### src/rtl/data_cache_pkg.sv
// Shared geometry, FSM state type and address field helpers for the data cache.
package cache_pkg;
    localparam int ADDR_W      = 8;
    localparam int DATA_W      = 8;
    localparam int NUM_SETS    = 8;
    localparam int BLOCK_BYTES = 4;
    localparam int OFF_W       = $clog2(BLOCK_BYTES);
    localparam int IDX_W       = $clog2(NUM_SETS);
    localparam int TAG_W       = ADDR_W - IDX_W - OFF_W;
    localparam int LINE_W      = 8 * BLOCK_BYTES;
    localparam int MADDR_W     = ADDR_W - OFF_W;

    typedef enum logic [1:0] {IDLE, WRITEBACK, FETCH, UPDATE} state_t;

    function automatic logic [TAG_W-1:0] tag_of(input logic [ADDR_W-1:0] a);
        return a[ADDR_W-1 -: TAG_W];
    endfunction

    function automatic logic [IDX_W-1:0] idx_of(input logic [ADDR_W-1:0] a);
        return a[OFF_W +: IDX_W];
    endfunction

    function automatic logic [OFF_W-1:0] off_of(input logic [ADDR_W-1:0] a);
        return a[OFF_W-1:0];
    endfunction
endpackage

### src/rtl/dcache_ctrl_fsm.sv
// Miss-handling controller: sequences victim write-back, block fetch and line update.
//  state     | meaning
//  IDLE      | serving hits; a miss leaves here
//  WRITEBACK | dirty victim being written to memory
//  FETCH     | new block being read from memory
//  UPDATE    | refill lands in the arrays; request retried next cycle
module dcache_ctrl_fsm
    import cache_pkg::*;
(
    input  logic   CLK,
    input  logic   RESET,
    input  logic   req,
    input  logic   hit,
    input  logic   victim_dirty,
    input  logic   mem_busywait,
    output state_t state,
    output logic   busywait,
    output logic   mem_read,
    output logic   mem_write
);
    state_t next_state;

    always_ff @(posedge CLK) begin
        if (RESET) state <= IDLE;
        else       state <= next_state;
    end

    always_comb begin
        next_state = state;
        busywait   = 1'b0;
        mem_read   = 1'b0;
        mem_write  = 1'b0;
        case (state)
            IDLE: begin
                if (req && !hit) begin
                    busywait   = 1'b1;
                    next_state = victim_dirty ? WRITEBACK : FETCH;
                end
            end
            WRITEBACK: begin
                busywait  = 1'b1;
                mem_write = 1'b1;
                if (!mem_busywait) next_state = FETCH;
            end
            FETCH: begin
                busywait = 1'b1;
                mem_read = 1'b1;
                if (!mem_busywait) next_state = UPDATE;
            end
            UPDATE: begin
                busywait   = 1'b1;
                next_state = IDLE;
            end
            default: next_state = IDLE;
        endcase
        // A reset abandons any memory transfer in the very cycle it is seen.
        if (RESET) begin
            busywait  = 1'b0;
            mem_read  = 1'b0;
            mem_write = 1'b0;
        end
    end
endmodule

### src/rtl/data_cache.sv
// Direct-mapped write-back, write-allocate data cache between CPU and memory.
// Optional hit/miss counters are built when DATA_CACHE_STATS_EN is defined.
module data_cache
    import cache_pkg::*;
(
    input  logic               CLK,
    input  logic               RESET,
    input  logic               read,
    input  logic               write,
    input  logic [ADDR_W-1:0]  address,
    input  logic [DATA_W-1:0]  writedata,
    output logic [DATA_W-1:0]  readdata,
    output logic               busywait,
    output logic               mem_read,
    output logic               mem_write,
    output logic [MADDR_W-1:0] mem_address,
    output logic [LINE_W-1:0]  mem_writedata,
    input  logic [LINE_W-1:0]  mem_readdata,
`ifdef DATA_CACHE_STATS_EN
    output logic [15:0]        hit_count,
    output logic [15:0]        miss_count,
`endif
    input  logic               mem_busywait
);
    logic [LINE_W-1:0]  line_arr [NUM_SETS];
    logic [TAG_W-1:0]   tag_arr  [NUM_SETS];
    logic [NUM_SETS-1:0] valid;
    logic [NUM_SETS-1:0] dirty;

    logic [IDX_W-1:0] idx;
    logic [OFF_W-1:0] off;
    logic             hit;
    logic             req;
    logic             store_hit;
    state_t           state;

    assign idx       = idx_of(address);
    assign off       = off_of(address);
    assign req       = read | write;
    assign hit       = valid[idx] && (tag_arr[idx] == tag_of(address));
    assign readdata  = line_arr[idx][{off, 3'b000} +: 8];
    assign store_hit = (state == IDLE) && write && hit && !RESET;

    dcache_ctrl_fsm u_ctrl (
        .CLK          (CLK),
        .RESET        (RESET),
        .req          (req),
        .hit          (hit),
        .victim_dirty (valid[idx] & dirty[idx]),
        .mem_busywait (mem_busywait),
        .state        (state),
        .busywait     (busywait),
        .mem_read     (mem_read),
        .mem_write    (mem_write)
    );

    always_comb begin
        mem_address   = '0;
        mem_writedata = '0;
        if (mem_write) begin
            mem_address   = {tag_arr[idx], idx};
            mem_writedata = line_arr[idx];
        end else if (mem_read) begin
            mem_address = {tag_of(address), idx};
        end
    end

    // Data and tags are deliberately left uncleared; valid bits gate their use.
    always_ff @(posedge CLK) begin
        if (state == UPDATE) begin
            line_arr[idx] <= mem_readdata;
            tag_arr[idx]  <= tag_of(address);
        end else if (store_hit) begin
            line_arr[idx][{off, 3'b000} +: 8] <= writedata;
        end
    end

    always_ff @(posedge CLK) begin
        if (RESET) begin
            valid <= '0;
            dirty <= '0;
        end else if (state == UPDATE) begin
            valid[idx] <= 1'b1;
            dirty[idx] <= 1'b0;
        end else if (store_hit) begin
            dirty[idx] <= 1'b1;
        end
    end

`ifdef DATA_CACHE_STATS_EN
    // The retry that follows a refill is the same request, so it is not a second hit.
    logic refilled;
    logic idle_req;
    assign idle_req = (state == IDLE) && req;

    always_ff @(posedge CLK) begin
        if (RESET) begin
            refilled   <= 1'b0;
            hit_count  <= '0;
            miss_count <= '0;
        end else begin
            if (state == UPDATE)    refilled <= 1'b1;
            else if (state == IDLE) refilled <= 1'b0;
            if (idle_req && hit && !refilled && hit_count != 16'hFFFF)
                hit_count <= hit_count + 16'd1;
            if (idle_req && !hit && miss_count != 16'hFFFF)
                miss_count <= miss_count + 16'd1;
        end
    end
`endif
endmodule

### config.mk
export PLATFORM = sky130hd
export DESIGN_NAME = data_cache
export DESIGN_NICKNAME = d
export VERILOG_FILES = /design/src/rtl/data_cache_pkg.sv /design/src/rtl/dcache_ctrl_fsm.sv /design/src/rtl/data_cache.sv
export SDC_FILE = /design/constraint.sdc
export NUM_CORES = 1
export LEC_CHECK = 0
export CORE_MARGIN = 4
export CORE_UTILIZATION = 50
export DETAILED_ROUTE_END_ITERATION = 12
export PLACE_DENSITY = 0.7
export SLEW_MARGIN = 20
export SYNTH_ARGS = -nofsm -noshare
export SYNTH_HDL_FRONTEND = slang
export SYNTH_SLANG_ARGS = --single-unit
### constraint.sdc
create_clock -name CLK -period 8.31 [get_ports CLK]
set_clock_uncertainty 0.05 [all_clocks]
set_input_delay 2.0775 -clock CLK [delete_from_list [all_inputs] [get_ports CLK]]
set_output_delay 2.0775 -clock CLK [all_outputs]
set_load 0.02 [all_outputs]
; Yosys cells after proc, flatten, opt, wreduce, memory -nomap -nowiden
; Memories as Yosys holds them, arrays and structs flattened.
; Cells that the tools add are included.
[word_totals]
inputBits = 53
n_memories = 2
ff_bits = 18
out_inout_bits = 49
ram_bits = 280
[classes]
eq_ne = 7
add_sub_neg = 1
n_shift = 3
n_lt_le_gt_ge = 2
n_reduce_logical = 12
bitwise = 38
mux = 60
[memory_table]
columns = name, words, width, rd, rd_ports_with_merged_regs, wr, line_no
row1 = line_arr, 8, 32, 1, 0, 1, data_cache.sv:25  ; logic [LINE_W-1:0] line_arr [NUM_SETS];
row2 = tag_arr, 8, 3, 1, 0, 1, data_cache.sv:26  ; logic [TAG_W-1:0] tag_arr [NUM_SETS];
[ops]
columns = operator, n
row1 = $mux 32, 2
row2 = $mux 1, 45
row3 = $or 1x1->1, 33
row4 = $shift 8x7->32 const A, 1
row5 = $shiftx 32x6->8, 1
row6 = $shiftx 8x7->32, 1
row7 = $mux 8, 2
row8 = $or 8x8->8, 2
row9 = $mux 6, 2
row10 = $and 8x8->8, 1
row11 = $mux 2, 4
row12 = $not 8->8, 1
row13 = $pmux 2 s4, 1
row14 = $neg 5->7, 1
row15 = $bmux 1 s3, 2
row16 = $logic_and 1x1->1, 6
row17 = $eq 2x2->1 const B, 2
row18 = $lt 3x4->1 const B, 1
row19 = $ne 2x2->1 const B, 2
row20 = $demux 1 s3, 1
row21 = $eq 3x3->1, 1
row22 = $ge 3x1->1 const B, 1
row23 = $reduce_and 3->1, 1
row24 = $reduce_or 3->1, 1
row25 = 7 further kinds, 8

; Depth between registers and ports, before layout
; Gate-level depths: netlist of the first run.
[depth]
depth_word = 9
mapped_depth = 11
mapped_depth_nobuf = 7

; Hierarchy
; A second synthesis of the first run with hierarchy kept.
[unflattened]
cells_unflattened = 887
hier_area_um2 = 12932.4
[modules_own_cells]
columns = mod, n_inst, cells_each, area_each_um2
row1 = data_cache, 1, 865, 12733.5
row2 = dcache_ctrl_fsm, 1, 22, 198.9

; Least setup slack after synthesis of the first run
; OpenSTA, ideal clock, no wires.
[synth_timing]
path_type = input -> output
start = in address[2]
end = out readdata[5]
t_arrival_ps = 3821
path_stages = 7
required_time_ps = 6182
slack_ps = 2362
path_cell_list = buf_6 > buf_8 > buf_2 > mux2_2 > a221oi_1 > o21ai_0 > mux4_2
[synth_via]
elab_chain_len = 2
[synth_lines]
columns = item, line_no
row1 = start: declaration, data_cache.sv:10  ; input logic [ADDR_W-1:0] address,
row2 = $mem_v2 8x32, n/a
row3 = $shiftx 32x6->8, data_cache.sv:41  ; assign readdata = line_arr[idx][{off, 3'b000} +: 8];
row4 = end: declaration, data_cache.sv:12  ; output logic [DATA_W-1:0] readdata,
; No other way between the ends.

; Worst setup path in the final report of the first run
[layout_timing]
start = in address[4]
end = out readdata[7]
; Same word-level chain as after synthesis.

==> results.md, run 1 <==
- Worst rel slew slack: 20.9%
- Cts bufs inserted: 30
- Tmin final: around 7.5 ns
- Setup repair after global routing missed its margin: false
- P_leak: 5.34 nW
- Crit path kind: in -> out
- Commonest cells after routing, fill and taps aside: 280 x edfxtp_1, 98 x clkdlybuf4s50_1, 85 x nor2_1, 64 x mux2i_1, 60 x nand2_1
- Vias in the first global route: around 8400
- Fin. Hold Viols: 0
- Synth Cell Area: roughly 13000 sq um
- Netlist cell types: 61
- Primary FF master, synth: edfxtp_1
- Total vias in the final route: 8627
- H-Tree Depth: 1
- Total GRT Usage: 25.4%
- Core area: 25900 sq um
- Final worst-path cycle share: between 90% and 100%
- GR Overflow Total: 0
- Router iterations before antenna repair: 5
- Post-synth EDFFs: 280
- Nets: 1084
- WP data arrival: between 5 and 6 ns
- Syn avg cell area: 14.4 sq um
- Syn_nets: roughly 1000
- Final ANT Viol Nets: 0
- Drt wl/cell: 26.8 um
- Drt via density: 6.26
- Most common library cell in the layout ignoring fill and taps: edfxtp_1
- Setup TNS: 0 ns
- First-pass GRT wire length: roughly 54 mm
- Longest Clk Path Bufs: 3
- Peak Freq: roughly 130 MHz
- Status: finished, final reports clean
- Clock latency on the worst-skew pair: 0.55 ns
- Crit-path cells: buf_2 -> buf_4 -> nor2_1 -> a22oi_1 -> nor2_1 -> a2111oi_0 -> a311oi_1 -> a21o_1 -> clkdlybuf4s50_1
- CP Max Fanout: 35
- # hold bufs at CTS: 0
- Worst Setup End Kind: primary output
- Ys async rst share: 0%
- Number of remaining DRC errors: 0
- Clock sinks: 298
- Number of synthesized register bits: approximately 300
- Pre-CTS WS: 0.959 ns
- Initial core utilization: 50.6%
- Chip width: 170 um
- CTS tree: done
- Gpl congestion: ~0.91
- Number of antenna violations at the first check in global routing: 0
- Clk root buf: clkbuf_16
- CP top delay family: compound AO/OA/AOI/OAI gates
- Final Slew Violations: 0
- Synth-to-Final Area Change: 17.4%
- Site Rows: 59
- Cell mode on critical path: nor2_1
- Worst-margin pin slew: roughly 1.2 ns
- Dpl hpwl: 25.2 mm
- Peak supply drop: 0.000164 V
- Layout cells sized above 1: 11.8%
- Largest net degree at the start of global routing: 43
- Seq/Total Area, Yosys: 66.8%
- Post-layout util: about 60%
- Post-CTS resize count: 0
- Final wirelength: 36.9 mm
- Die height: between 150 and 200 um
- Power per cell area: between 200 and 250 nW/um^2
- IO Pins: 102
- Final total power: 3.36 mW
- Smallest hold slack: 0.419 ns
- Post-CTS Setup Inserts: 0
- 1st-iter DRT viols: 1168
- Syn Inst Count: 913
- Top cell type by total area after synthesis: edfxtp_1
- Worst min-delay path class: reg -> reg
- Max cap viols: 0
- CP Buf/Inv Count: 3
- Crit start category: input pin
- Final setup vio count: 0
- Crit path largest cell delay: 0.87 ns
- Setup ws final: 0.794 ns
- Area contributors post-synth: edfxtp_1 64%, mux2i_1 4.9%, dfxtp_1 2.7%
- IO Port Bufs: 101
- Clock Pin Slew Worst Setup and Hold Paths: 0.06 ns
- Worst Path Required: 6.18 ns
- Ys Warns: 0
- Die area: 28900 sq um
- Slowest cell on the critical path: a2111oi_0
- Top cell type's share of synthesized area: 64.1%
- Filler cells: 1972
- Ant diodes: 0
worst paths after layout:
kind,slack [ns],from,depth (start not counted),end
max,0.79,address[4],9,readdata[7]
min,0.42,valid[0]$_SDFFE_PP0P_,2,valid[0]$_SDFFE_PP0P_
max reg2reg,4.56,tag_arr[7][0]$_DFFE_PP_,6,line_arr[1][5]$_DFFE_PP_
min reg2reg,0.42,valid[0]$_SDFFE_PP0P_,2,valid[0]$_SDFFE_PP0P_
worst reg2reg max path, delay by kind of cell (launching register included):
family,cells,cell delay (ns)
multiplexers,1,0.31
AO/OA/AOI/OAI,2,0.67
AND/OR/NAND/NOR,3,1.99
flip-flops,1,0.35
synth_stat cells (all sizes together) (8+ instances only):
cell,number
a22oi,23
nand4,12
mux2,37
and3,9
edfxtp,280
o21ai,20
mux4,13
a21oi,35
nor2b,10
clkbuf,22
a221oi,28
dfxtp,18
nand2b,12
and2,24
nor2,87
nor3,8
ha,10
nand2,60
o22ai,8
mux2i,64
a221o,9
inv,38
buf,25
routing by layer:
layer / wire length, um / up-vias / track usage, % / part of all wire, %
met4: 1400 / 0 / 8.16 / 3.8
met2: 17100 / 508 / 40.1 / 46
met3: 4050 / 86 / 6.62 / 11
met1: 14400 / 4300 / 34.8 / 39
met5: 0 / - / 0 / 0
li1: - / 3733 / - / -
where the power goes:
part | switching (mW) | internal, mW
clock network | 0.545 | 0.782
logic | 0.231 | 0.137
registers | 0.00509 | 1.66
area by class of cell:
| type | instances | area [sq um] | share of cell area [%] |
|---|---|---|---|
| timing repair buffer | 123 | 1160 | 7.55 |
| multi-input combinational | 528 | 3940 | 25.6 |
| clock buffer | 41 | 823 | 5.34 |
| inverter | 40 | 150 | 0.974 |
| sequential | 298 | 8770 | 56.9 |
| clock inverter | 14 | 144 | 0.934 |
| tap | 335 | 419 | 2.72 |
sequential cells by signal (all words and copies together) (netlist names), named ones only:
signal        flops
line_arr        256
tag_arr          24
valid             8
u_ctrl.state      2
cells by family after synthesis:
kind of cell / count (synthesis) / synth area share [%]
flops: 298 / 66.8
mux: 114 / 10.4
simple gates: 235 / 8.82
compound gates: 169 / 9.74
fa+ha+maj: 10 / 0.954
buf+inv: 87 / 3.26
per-stage QoR:
step	area, sq um	cells
2_1_floorplan	13100	913
3_3_place_gp	14400	1324
3_5_place_dp	14400	1324
4_1_cts	15400	1379
5_1_grt	15400	1379
6_report	15400	1379
(Power assumes the default switching activity.)
==> inputs of run 2 (changes only) <==
--- a/config.mk
+++ b/config.mk
@@ -9,6 +9,8 @@
 export CORE_UTILIZATION = 50
 export DETAILED_ROUTE_END_ITERATION = 12
 export PLACE_DENSITY = 0.7
+export RECOVER_POWER = 25
+export REMOVE_ABC_BUFFERS = 1
 export SLEW_MARGIN = 20
 export SYNTH_ARGS = -nofsm -noshare
 export SYNTH_HDL_FRONTEND = slang
==> run 2 against run 1 <==
  * The flow now finishes with violations (max-capacitance violations, max-slew violations)
  * Flip-flop and latch count unchanged
  * Clock power about the same
  * Clock-buffer cell count down 5
  * Register-to-register slack worse by 0.16 ns
  * Routed wire length up 1.6%
  * Hold slack better by 0.0045 ns
  * Via count about the same
==> results.md, run 2 (synthesis gave the netlist of run 1 again) <==
- Chip width: 170 um
- Worst Setup End Kind: primary output
- Post-CTS resize count: 0
- Total vias in the final route: roughly 8600
- Longest Clk Path Bufs: 3
- Crit path kind: in -> out
- Dpl hpwl: 25.5 mm
- Reg2reg start: tag_arr[5][0]$_DFFE_PP_
- Router iterations before antenna repair: 8
- Nets: 1084
- Final setup vio count: 0
- Peak Freq: 132 MHz
- Setup repair after global routing missed its margin: false
- Non-Filler Instances: 1379
- Number of antenna violations at the first check in global routing: 0
- Status: complete, but fails checks
- Failing checks: max-capacitance violations, max-slew violations
- Tmin final: 7.55 ns
- Max FFs per register: 256
- Setup TNS: 0 ns
- Post-layout util: 59.2%
- DRT met1 WL: 14.4 mm
- RR Endpoint: line_arr[0][22]$_DFFE_PP_
- Regs by FF count: line_arr x256, tag_arr x24, valid x8
- Synth-to-Final Area Change: 16.9%
- Number of remaining DRC errors: 0
- Final Slew Violations: 9
- CP endpoint: readdata[6]
- Layout cells sized above 1: 10.5%
- # hold bufs at CTS: 0
- Met2 wire length: 17.9 mm
- Total GRT Usage: 25.5%
- Final worst-path cycle share: 90.9%
- Final ANT Viol Nets: 0
- Crit-path cells: buf_2 -> buf_4 -> and2_0 -> a222oi_1 -> o211ai_1 -> mux4_2 -> clkdlybuf4s50_1
- Top sig layer: met4
- CP Max Fanout: 24
- Reg with most FFs: line_arr
- CP startpoint: address[3]
- Met3 Wirelength: 3.84 mm
- Clock Pin Slew Worst Setup and Hold Paths: 0.06 ns
- Power per cell area: 218 nW/um^2
- CTS tree: done
- IO Pins: 102
- Cts bufs inserted: 30
- Core area: 25900 sq um
- Largest net degree at the start of global routing: 45
- Die area: 28900 sq um
- Commonest cells after routing, fill and taps aside: 280 x edfxtp_1, 95 x clkdlybuf4s50_1, 85 x nor2_1, 64 x mux2i_1, 60 x nand2_1
- Post-CTS Setup Inserts: 0
- Clock sinks: about 300
- Worst min-delay path class: reg -> reg
- Setup ws final: roughly 0.76 ns
- H-Tree Depth: 1
- First-pass GRT wire length: ~54 mm
- DP Cell Count: 1324
- Max cap viols: 1
- Initial core utilization: 50.6%
- Vias in the first global route: around 8400
- 1st-iter DRT viols: 1106
- Peak supply drop: about 0.00014 V
- Crit start category: input pin
- Setup slack, reg-to-reg: around 4.4 ns
- Crit path largest cell delay: 0.85 ns
- Smallest hold slack: 0.424 ns
- Slowest cell on the critical path: and2_0
- GR Overflow Total: 0
- Most common library cell in the layout ignoring fill and taps: edfxtp_1
- Gpl congestion: about 0.95
- Fin. Hold Viols: 0
- Worst Path Required: 6.18 ns
- Clk root buf: clkbuf_16
- WP data arrival: 5.43 ns
- Worst rel slew slack: -29.0%
- Clock latency on the worst-skew pair: 0.55 ns
- P_leak: 5.30 nW
- Worst-margin pin slew: 1.92 ns
- Worst reg2reg path depth: 6
- Drt via density: between 6 and 7
- Ant diodes: 0
- Die height: 170 um
- Drt wl/cell: approximately 27 um
- IO Port Bufs: 101
- Final wirelength: 37.5 mm
- Pre-CTS WS: 1.07 ns
- Site Rows: approximately 60
[run 2: final cells by class]
type | instances | area [sq um]
Tap cell | 335 | 419
Inverter | 40 | 150
Sequential cell | 298 | 8770
Clock buffer | 36 | 795
Timing Repair Buffer | 123 | 1170
Clock inverter | 19 | 155
Multi-Input combinational cell | 528 | 3880
Fill cell | 2034 | 10600
[run 2: per-stage QoR]
stage	total power [mW]	cell area, sq um
2_1_floorplan	1.88	12800
3_3_place_gp	2.06	14400
3_5_place_dp	2.06	14400
4_1_cts	3.34	15400
5_1_grt	3.43	15300
6_report	3.34	15300
[run 2: critical path, delay by kind of cell]
| kind | cells | cell delay, ns |
|---|---|---|
| AO/OA/AOI/OAI | 2 | 0.75 |
| multiplexers | 1 | 0.34 |
| buffers and inverters | 3 | 1.39 |
| AND/OR/NAND/NOR | 1 | 0.85 |
[run 2: worst min-delay path by stage]
stage                          startpoint                     to  depth (start not counted)
finish                               flop                   flop                          2
global route                         flop                   flop                          2
CTS                                  flop                   flop                          2
detailed placement                   flop                   flop                          2
global placement    valid[3]$_SDFFE_PP0P_  valid[3]$_SDFFE_PP0P_                          2
floorplan           valid[0]$_SDFFE_PP0P_  valid[0]$_SDFFE_PP0P_                          2
[run 2: layer usage]
metal	up-vias	global-route usage, %
met5	-	0
met2	546	41.7
li1	3736	-
met1	4271	35.6
met4	0	8.54
met3	75	3.81
[run 2: power breakdown]
part | switching (mW) | internal (mW)
combinational | 0.234 | 0.136
clock | 0.544 | 0.766
sequential | 0.00503 | 1.66
==> inputs of run 3 (changes only) <==
--- a/config.mk
+++ b/config.mk
@@ -5,8 +5,9 @@
 export SDC_FILE = /design/constraint.sdc
 export NUM_CORES = 1
 export LEC_CHECK = 0
-export CORE_MARGIN = 4
+export CORE_MARGIN = 10
 export CORE_UTILIZATION = 50
+export CTS_CLUSTER_SIZE = 24
 export DETAILED_ROUTE_END_ITERATION = 12
 export PLACE_DENSITY = 0.7
 export RECOVER_POWER = 25
==> run 3 against run 2 <==
  * The flow still finishes with violations (max-capacitance violations, max-slew violations)
  * Sequential power barely moved
  * Routed wire length rose by 3.4%
  * Clock power rose by 5%
  * Largest cell class unchanged
  * Highest routed layer unchanged
==> results.md, run 3 (synthesis gave the netlist of run 1 again) <==
- Status: complete, but fails checks
- Failing checks: max-capacitance violations, max-slew violations
- Setup slack, reg-to-reg: 4.37 ns
- IO Pins: 102
- Dpl hpwl: 26.4 mm
- Max cap viols: 1
- First-pass GRT wire length: 56.5 mm
- IO Port Bufs: 101
- Smallest hold slack: 0.420 ns
- Reg2reg start: tag_arr[5][0]$_DFFE_PP_
- Gpl congestion: 0.952
- Drt via density: between 6 and 7
- Non-Filler Instances: 1383
- Clk root buf: clkbuf_16
- Final Slew Violations: 9
- H-Tree Depth: 1
- Filler cells: between 2000 and 2500
- Commonest cells after routing, fill and taps aside: 280 x edfxtp_1, 95 x clkdlybuf4s50_1, 85 x nor2_1, 64 x mux2i_1, 60 x nand2_1
- 1st-iter DRT viols: 1048
- Setup repair after global routing missed its margin: false
- Chip width: 182 um
- Most common library cell in the layout ignoring fill and taps: edfxtp_1
- # hold bufs at CTS: 0
- Worst-margin pin slew: approximately 1.9 ns
- Setup TNS: 0 ns
- Final ANT Viol Nets: 0
- Crit path kind: in -> out
- Clock sinks: roughly 300
- Peak Freq: 127 MHz
- Cts bufs inserted: 31
- Total vias in the final route: just under 9000
- Initial core utilization: 50.6%
- Placed cell areas: 14400 sq um
- Post-CTS Setup Inserts: 0
- Worst reg2reg path depth: 6
- Router iterations before antenna repair: 6
- Regs by FF count: line_arr x256, tag_arr x24, valid x8
- Die area: 33100 sq um
- Switch Pwr: 809 uW
- Longest Clk Path Bufs: 3
- Crit start category: input pin
- CP Max Fanout: 23
- Peak supply drop: 0.000179 V
- Tmin final: between 7 and 8 ns
- Reg with most FFs: line_arr
- Sequential power share: between 40% and 50%
- Max FFs per register: approximately 260
- Layout cells sized above 1: 10.9%
- Fin. Hold Viols: 0
- Nets: 1086
- Core area: 25900 sq um
- WP data arrival: 5.72 ns
- Final worst-path cycle share: 94.5%
- Drt wl/cell: 28.0 um
- Clock latency on the worst-skew pair: 0.56 ns
- Area occupied by multi-input gates: around 3900 sq um
- Largest net degree at the start of global routing: 45
- CTS tree: done
- Vias in the first global route: 8543
- Clock power share: 40.5%
- DP Cell Count: 1325
- RR Endpoint: line_arr[6][19]$_DFFE_PP_
- P_leak: 5.31 nW
- Power per cell area: 222 nW/um^2
- Post-CTS resize count: 0
- P_int: 2.60 mW
- Final wirelength: 38.8 mm
- Post-layout util: approximately 59%
- Clock Pin Slew Worst Setup and Hold Paths: 0.06 ns
- Number of antenna violations at the first check in global routing: 0
- Comb power frac: about 11%
- Worst Path Required: 6.18 ns
- Design area: 15400 sq um
- Worst min-delay path class: reg -> reg
- GR Overflow Total: 0
- Register area: just under 9000 sq um
- Worst Setup End Kind: primary output
- Final setup vio count: 0
- Hold depth: 2
- Site Rows: 59
- Total GRT Usage: 22.6%
- Sw Ratio: about a quarter
- Synth-to-Final Area Change: 17.2%
- Worst rel slew slack: -31.0%
- Number of remaining DRC errors: 0
- Die height: 182 um
## run 3: changes by cell type in the layout (fill, tap and decap cells not counted)
cell,previous run,this run
bufinv_16,3,4
nand4_1,11,12
diode_2,0,1
clkinvlp_4,0,2
clkinv_1,14,6
nand4_4,1,0
inv_8,0,1
inv_6,0,1
clkbuf_1,6,12
## run 3: worst max-delay path, cell delays in order
cell and delay (ns):
buf_2 0.45, clkbuf_1 0.58, and2_0 0.96, a222oi_1 0.20, o211ai_1 0.49, mux4_2 0.33
clkdlybuf4s50_1 0.62
## run 3: worst max path at each step
stage               startpoint           to  cells after the start
floorplan           address[2]  readdata[7]                      6
global placement    address[2]  readdata[2]                      8
detailed placement  address[2]  readdata[0]                      8
CTS                 address[2]  readdata[0]                      8
global route        address[3]  readdata[7]                      9
finish              address[3]  readdata[6]                      7
## run 3: power groups by stage
stage          Clock (mW)  Sequential [mW]  Combinational (mW)
6_report             1.38             1.66               0.371
5_1_grt              1.45             1.66               0.394
4_1_cts              1.38             1.66               0.374
3_5_place_dp            0             1.69               0.373
3_3_place_gp            0             1.69               0.368
2_1_floorplan           0             1.69               0.188
## run 3: routing by layer
metal / up-vias / track usage, % / routed length [um]
met1: 4329 / 30.8 / 15700
met4: 0 / 6.38 / 1030
met2: 546 / 35.8 / 18000
met5: - / 0 / 0
met3: 70 / 5.03 / 4040
li1: 3746 / - / -
## run 3: metrics by stage
step | power [mW] | setup slack (ns)
global route | 3.50 | 0.408
CTS | 3.42 | 0.915
floorplan | 1.88 | 2.55
finish | 3.41 | 0.458
global placement | 2.06 | 1.12
detailed placement | 2.07 | 0.968
## run 3: area by class of cell
cell class | instances | share of cell area, %
multi-input cells | 528 | 25.1
diodes | 1 | 0.0163
flip-flops and latches | 298 | 57.0
inverters | 40 | 0.976
clock inverters | 16 | 1.24
repair buffers | 124 | 7.65
clock buffers | 41 | 5.29
well taps | 335 | 2.73
